[config.mk]
export PLATFORM = sky130hd
export DESIGN_NAME = scan_display_ctrl
export DESIGN_NICKNAME = d
export VERILOG_FILES = /design/src/rtl/scan_display_ctrl_pkg.sv /design/src/rtl/scan_display_ctrl_display7.sv /design/src/rtl/scan_display_ctrl.sv
export SDC_FILE = /design/constraint.sdc
export NUM_CORES = 1
export LEC_CHECK = 0
export BUFFER_PORTS_ARGS = -buffer_cell sky130_fd_sc_hd__buf_2
export CELL_PAD_IN_SITES_DETAIL_PLACEMENT = 0
export CELL_PAD_IN_SITES_GLOBAL_PLACEMENT = 1
export CORE_UTILIZATION = 30
export CTS_CLUSTER_DIAMETER = 40
export CTS_CLUSTER_SIZE = 25
export DETAILED_ROUTE_END_ITERATION = 7
export PLACE_DENSITY = 0.58
export SLEW_MARGIN = 20
export SYNTH_ARGS = -nofsm -noshare
export SYNTH_HDL_FRONTEND = slang
export SYNTH_SLANG_ARGS = --single-unit
export TNS_END_PERCENT = 50
[constraint.sdc]
create_clock -name clk -period 4.85 [get_ports clk]
set_input_delay 0.2425 -clock clk [delete_from_list [all_inputs] [get_ports clk]]
set_output_delay 0.2425 -clock clk [all_outputs]
set_load 0.03 [all_outputs]
[src/rtl/scan_display_ctrl_pkg.sv]
// Shared constants for the multiplexed 7-segment display controller.
// Segment width, blank pattern and digit-off level are common to all files.
package scan_display_ctrl_pkg;
    localparam int                SEG_W   = 7;
    localparam int                BCD_W   = 4;
    localparam logic [SEG_W-1:0]  SEG_OFF = 7'b0000000;
    localparam logic              DIG_OFF = 1'b1;
endpackage

[src/rtl/scan_display_ctrl_display7.sv]
// BCD to 7-segment decoder, active-high, bit0=a .. bit6=g.
// Codes above 9 decode to all segments off.
import scan_display_ctrl_pkg::*;

module display7 (
    input  logic [BCD_W-1:0] A,
    output logic [SEG_W-1:0] Y
);

    // Pure lookup of the segment pattern for one BCD digit
    always_comb begin
        case (A)
            4'd0:    Y = 7'b0111111;
            4'd1:    Y = 7'b0000110;
            4'd2:    Y = 7'b1011011;
            4'd3:    Y = 7'b1001111;
            4'd4:    Y = 7'b1100110;
            4'd5:    Y = 7'b1101101;
            4'd6:    Y = 7'b1111101;
            4'd7:    Y = 7'b0000111;
            4'd8:    Y = 7'b1111111;
            4'd9:    Y = 7'b1101111;
            default: Y = SEG_OFF;
        endcase
    end

endmodule

[src/rtl/scan_display_ctrl.sv]
// Time-multiplexed common-cathode 7-segment controller with a double-buffered
// display value that only changes at frame boundaries.
import scan_display_ctrl_pkg::*;

module scan_display_ctrl #(
    parameter int NUM_DIGITS = 4,
    parameter int SCAN_DIV   = 50000
) (
    input  logic                        clk,
    input  logic                        rst,
    input  logic                        load,
    input  logic [BCD_W*NUM_DIGITS-1:0] data_in,
    input  logic [NUM_DIGITS-1:0]       dp_in,
    input  logic                        blank_lz,
    output logic [SEG_W-1:0]            seg,
    output logic                        dp,
    output logic [NUM_DIGITS-1:0]       digit_sel,
    output logic                        frame_done
);

    localparam int PRE_W = $clog2(SCAN_DIV);
    localparam int IDX_W = $clog2(NUM_DIGITS);

    logic [PRE_W-1:0]              pre_r;
    logic [IDX_W-1:0]              idx_r;
    logic [BCD_W*NUM_DIGITS-1:0]   pend_data_r;
    logic [NUM_DIGITS-1:0]         pend_dp_r;
    logic                          pend_r;
    logic [BCD_W*NUM_DIGITS-1:0]   disp_data_r;
    logic [NUM_DIGITS-1:0]         disp_dp_r;
    logic                          boundary_r;

    logic                          tick_s;
    logic                          last_s;
    logic                          boundary_s;
    logic [BCD_W-1:0]              nibble_s;
    logic [SEG_W-1:0]              dec_s;
    logic                          zero_above_s;
    logic                          blank_s;
    logic [NUM_DIGITS-1:0]         sel_s;

    assign tick_s     = (pre_r == PRE_W'(SCAN_DIV - 1));
    assign last_s     = (idx_r == IDX_W'(NUM_DIGITS - 1));
    assign boundary_s = tick_s && last_s;

    // Prescaler and scan index
    always_ff @(posedge clk) begin
        if (rst) begin
            pre_r <= '0;
            idx_r <= '0;
        end else if (tick_s) begin
            pre_r <= '0;
            idx_r <= last_s ? '0 : idx_r + IDX_W'(1);
        end else begin
            pre_r <= pre_r + PRE_W'(1);
            idx_r <= idx_r;
        end
    end

    // Pending/display double buffer; a load in the boundary cycle bypasses pending
    always_ff @(posedge clk) begin
        if (rst) begin
            pend_data_r <= '0;
            pend_dp_r   <= '0;
            pend_r      <= 1'b0;
            disp_data_r <= '0;
            disp_dp_r   <= '0;
            boundary_r  <= 1'b0;
        end else begin
            boundary_r <= boundary_s;
            if (boundary_s) begin
                pend_r <= 1'b0;
                if (load) begin
                    disp_data_r <= data_in;
                    disp_dp_r   <= dp_in;
                end else if (pend_r) begin
                    disp_data_r <= pend_data_r;
                    disp_dp_r   <= pend_dp_r;
                end else begin
                    disp_data_r <= disp_data_r;
                    disp_dp_r   <= disp_dp_r;
                end
            end else if (load) begin
                pend_data_r <= data_in;
                pend_dp_r   <= dp_in;
                pend_r      <= 1'b1;
            end else begin
                pend_r <= pend_r;
            end
        end
    end

    assign nibble_s = disp_data_r[BCD_W*int'(idx_r) +: BCD_W];

    display7 u_display7 (
        .A (nibble_s),
        .Y (dec_s)
    );

    // Leading-zero detection for the current digit and its active-low select
    always_comb begin
        zero_above_s = 1'b1;
        sel_s        = {NUM_DIGITS{DIG_OFF}};
        for (int j = 0; j < NUM_DIGITS; j++) begin
            if (j >= int'(idx_r) && disp_data_r[BCD_W*j +: BCD_W] != 4'd0) begin
                zero_above_s = 1'b0;
            end else begin
                zero_above_s = zero_above_s;
            end
        end
        sel_s[idx_r] = ~DIG_OFF;
        blank_s      = blank_lz && (idx_r != '0) && zero_above_s;
    end

    // Registered pin drive
    always_ff @(posedge clk) begin
        if (rst) begin
            seg        <= SEG_OFF;
            dp         <= 1'b0;
            digit_sel  <= {NUM_DIGITS{DIG_OFF}};
            frame_done <= 1'b0;
        end else begin
            seg        <= blank_s ? SEG_OFF : dec_s;
            dp         <= disp_dp_r[idx_r];
            digit_sel  <= sel_s;
            frame_done <= boundary_r;
        end
    end

endmodule

==> results.py <==
metrics = {
    "detailed_routing": {
        "drt-total-wl_um": 7996,
        "wl_per_cell_um": 14.67,
        "drt_iter0_drc": 145,
        "ant_nets": 0,
        "drc": 7,
        "vias": 2708,
        "dr.pass1.iters": 6,
        "vias_per_cell": 4.969,
    },
    "synthesis": {
        "syn_nets": 411,
        "synth.avg_cell_area_sq_um": 9.552,
        "synth_edf_count": 0,
        "synthCells": 375,
        "synth_flop_cell": "dfxtp_1",
        "ys_warn_count": 0,
        "netlist-cell-type-count": 46,
        "synth_area_sq_um": 3582,
        "synth_seq_cells": 73,
        "ys_seq_area_share_pct": 40.80,
        "synthArstFlopShare_pct": 0,
    },
    "outcome": {
        "violations": "design-rule violations",
        "status": "finished with violations",
    },
    "setup_path": {
        "reg2reg_to": "disp_data_r[11]$_SDFFE_PP0P_",
        "path_class": "register to register",
        "cp-start-kind": "register",
        "arrival_ns": 2.92,
        "cp_max_fo": 24,
        "reg2reg_depth": 4,
        "crit_required_ns": 5.05,
        "critPathCaptureType": "register",
        "crit-reg2reg-launch": "idx_r[0]$_SDFFE_PP0N_",
        "worst-r2r-setup-slack_ns": 2.13,
    },
    "sta": {
        "setup_ws_ns": 2.131,
        "slew_violations": 0,
        "tightestPinTransition_ns": 1.005,
        "setup_tns_ns": 0,
        "layout_min_cycle_time_ns": 2.719,
        "hold_violations": 0,
        "setup_violations": 0,
        "finalCritPeriodShare_pct": 56.05,
        "maxSlewHeadroom_pct": 32.93,
        "rsz0062_at_grt": "no",
        "fmax_mhz": 367.8,
        "skew_ns": 0.007312,
    },
    "flow_run": {
        "drv_cap": 0,
    },
    "global_route": {
        "grt_max_degree": 72,
        "overflow": 0,
        "grt_pass1_vias": 2733,
        "grt_pass1_wl_um": 13830,
        "grt_use_total_pct": 14.17,
        "antenna_found_initial": 0,
    },
    "floorplanning": {
        "dieArea_sq_um": 12380,
        "ios": 37,
        "initial_core_util_pct": 31.11,
        "num_rows": 39,
        "die_w_um": 111.3,
        "coreArea_sq_um": 11520,
        "dieHeight_um": 111.3,
    },
    "clock_network": {
        "numCtsBuffers": 9,
        "clk_latency_ns": 0.34,
        "cts_tree": "yes",
        "cts_resized": 0,
        "cts_max_level": 3,
        "clockBufferDepth": 2,
        "clk_transition_reported_paths_ns": 0.06,
        "clock-root-buffer": "clkbuf_16",
        "postCtsSetupBuffers": 0,
        "cts_sinks": 73,
        "ctsHoldBuffers": 0,
    },
    "hold_path": {
        "holdPathStages": 3,
        "hold_path.startpoint": "data_in[5]",
        "hold_end": "pend_data_r[5]$_SDFFE_PP0P_",
        "hold_class": "primary input to register",
    },
    "pwr": {
        "p_leak_nw": 1.509,
        "power_density_nw_per_um2": 346.9,
        "max-vdd-ir-drop_mv": 0.1656,
    },
    "cells_and_area": {
        "fin_util_pct": 36.26,
        "area_growth_pct": 16.56,
        "final_nets": 433,
        "drive_gt1_share_pct": 22.89,
        "antennaDiodeCount": 0,
    },
    "place": {
        "portBuffers": 36,
        "gp_congestion": 0.7421,
        "place_ws_ns": 2.193,
        "dp_hpwl_um": 5123,
    },
}
cells in the final DEF (no fill, tap or decap), drive strengths merged, types with 3 or more instances in the layout:
| master | count |
|---|---|
| nand2b | 50 |
| nor2 | 18 |
| a31oi | 21 |
| clkbuf | 11 |
| mux2i | 20 |
| dfxtp | 73 |
| nand3 | 7 |
| mux2 | 20 |
| o21a | 6 |
| buf | 40 |
| nand2 | 10 |
| xnor2 | 9 |
| mux4 | 5 |
| inv | 9 |
| ha | 12 |
| o21ai | 3 |
| nor3 | 22 |
| a21oi | 11 |
| or3 | 4 |
| nor4 | 24 |
state kept, by name (all words and copies together), names as in the netlist, 2 cells and up:
signal       cells
digit_sel        4
pend_dp_r        4
disp_dp_r        4
pend_data_r     16
disp_data_r     16
pre_r           16
idx_r            2
seg              7
cells in the mapped netlist, types with 2 or more instances:
| cell | n | area [sq um] |
|---|---|---|
| mux2_2 | 20 | 225.2 |
| clkbuf_1 | 19 | 71.32 |
| o21ai_0 | 3 | 15.01 |
| a21oi_1 | 10 | 50.05 |
| ha_1 | 12 | 150.1 |
| nand3_1 | 6 | 30.03 |
| mux2i_1 | 20 | 200.2 |
| dfxtp_1 | 73 | 1461 |
| buf_4 | 4 | 30.03 |
| buf_2 | 4 | 20.02 |
| or3_2 | 2 | 15.01 |
| nand2_1 | 10 | 37.54 |
| nand2b_1 | 50 | 312.8 |
| a31oi_1 | 21 | 131.4 |
| xor2_1 | 2 | 17.52 |
| nor2_1 | 18 | 67.56 |
| nor2b_1 | 2 | 12.51 |
| or2_2 | 2 | 12.51 |
| o21a_1 | 6 | 45.04 |
| nor4_1 | 24 | 150.1 |
| xnor2_1 | 9 | 78.83 |
| mux4_2 | 5 | 112.6 |
| inv_1 | 9 | 33.78 |
| nor3_1 | 22 | 110.1 |
power by group:
group | switching (mW) | leakage [nW] | internal, mW
logic | 0.0521 | 0.751 | 0.0430
clock network | 0.253 | 0.162 | 0.476
registers | 0.00730 | 0.596 | 0.616
total | 0.313 | 1.51 | 1.14
stage by stage:
stage	instances	hold WS (ns)	cell area, sq um	total power, mW
6_report	545	0.1751	4175	1.448
5_1_grt	545	0.1813	4175	1.508
4_1_cts	545	0.1632	4175	1.476
3_5_place_dp	529	0.4452	3845	0.7327
3_3_place_gp	529	0.4341	3845	0.7305
2_1_floorplan	375	0.3978	3582	0.7037
cells by family after synthesis:
group / share of synthesized area [%]
xor gates and xnor gates: 2.690
muxes: 15.02
and+or+nand+nor: 24.66
buffers and inverters: 4.575
adders and majority gates: 4.191
DFF: 40.80
AOI/OAI and AO/OA: 8.069
layer usage:
layer  track usage [%]  routed length (um)  up-vias
met1             18.83                4118     1285
met5                 0                   0        -
met3             4.046                 285        7
li1                  -                   -     1377
met4             5.405                  97        0
met2             21.63                3494       39
layout make-up:
class,instances,area [sq um]
Fill cell,1200,7341
Clock inverter,5,77.57
Multi-Input combinational cell,264,1961
Inverter,9,33.78
Tap cell,143,178.9
Sequential cell,73,1461
Clock buffer,11,252.7
Timing Repair Buffer,40,210.2
worst max-delay path by stage:
stage / start / end / slack (ns) / depth (start not counted)
after floorplan: idx_r[1]$_SDFFE_PP0N_ / seg[4]$_SDFF_PP0_ / 2.78 / 7
after global placement: idx_r[0]$_SDFFE_PP0N_ / disp_dp_r[0]$_SDFFE_PP0P_ / 2.27 / 4
after detailed placement: idx_r[0]$_SDFFE_PP0N_ / disp_data_r[0]$_SDFFE_PP0P_ / 2.19 / 4
after CTS: idx_r[0]$_SDFFE_PP0N_ / disp_data_r[0]$_SDFFE_PP0P_ / 2.16 / 4
after global routing: idx_r[0]$_SDFFE_PP0N_ / disp_data_r[0]$_SDFFE_PP0P_ / 1.87 / 4
final: idx_r[0]$_SDFFE_PP0N_ / disp_data_r[11]$_SDFFE_PP0P_ / 2.13 / 4
critical path: stages, from the launching register on:
cell     delay [ns]
dfxtp_1        0.61
ha_1           0.83
inv_1          0.61
nor4_1         0.45
nor3_1         0.07
Power figures use the tool's default switching activity.
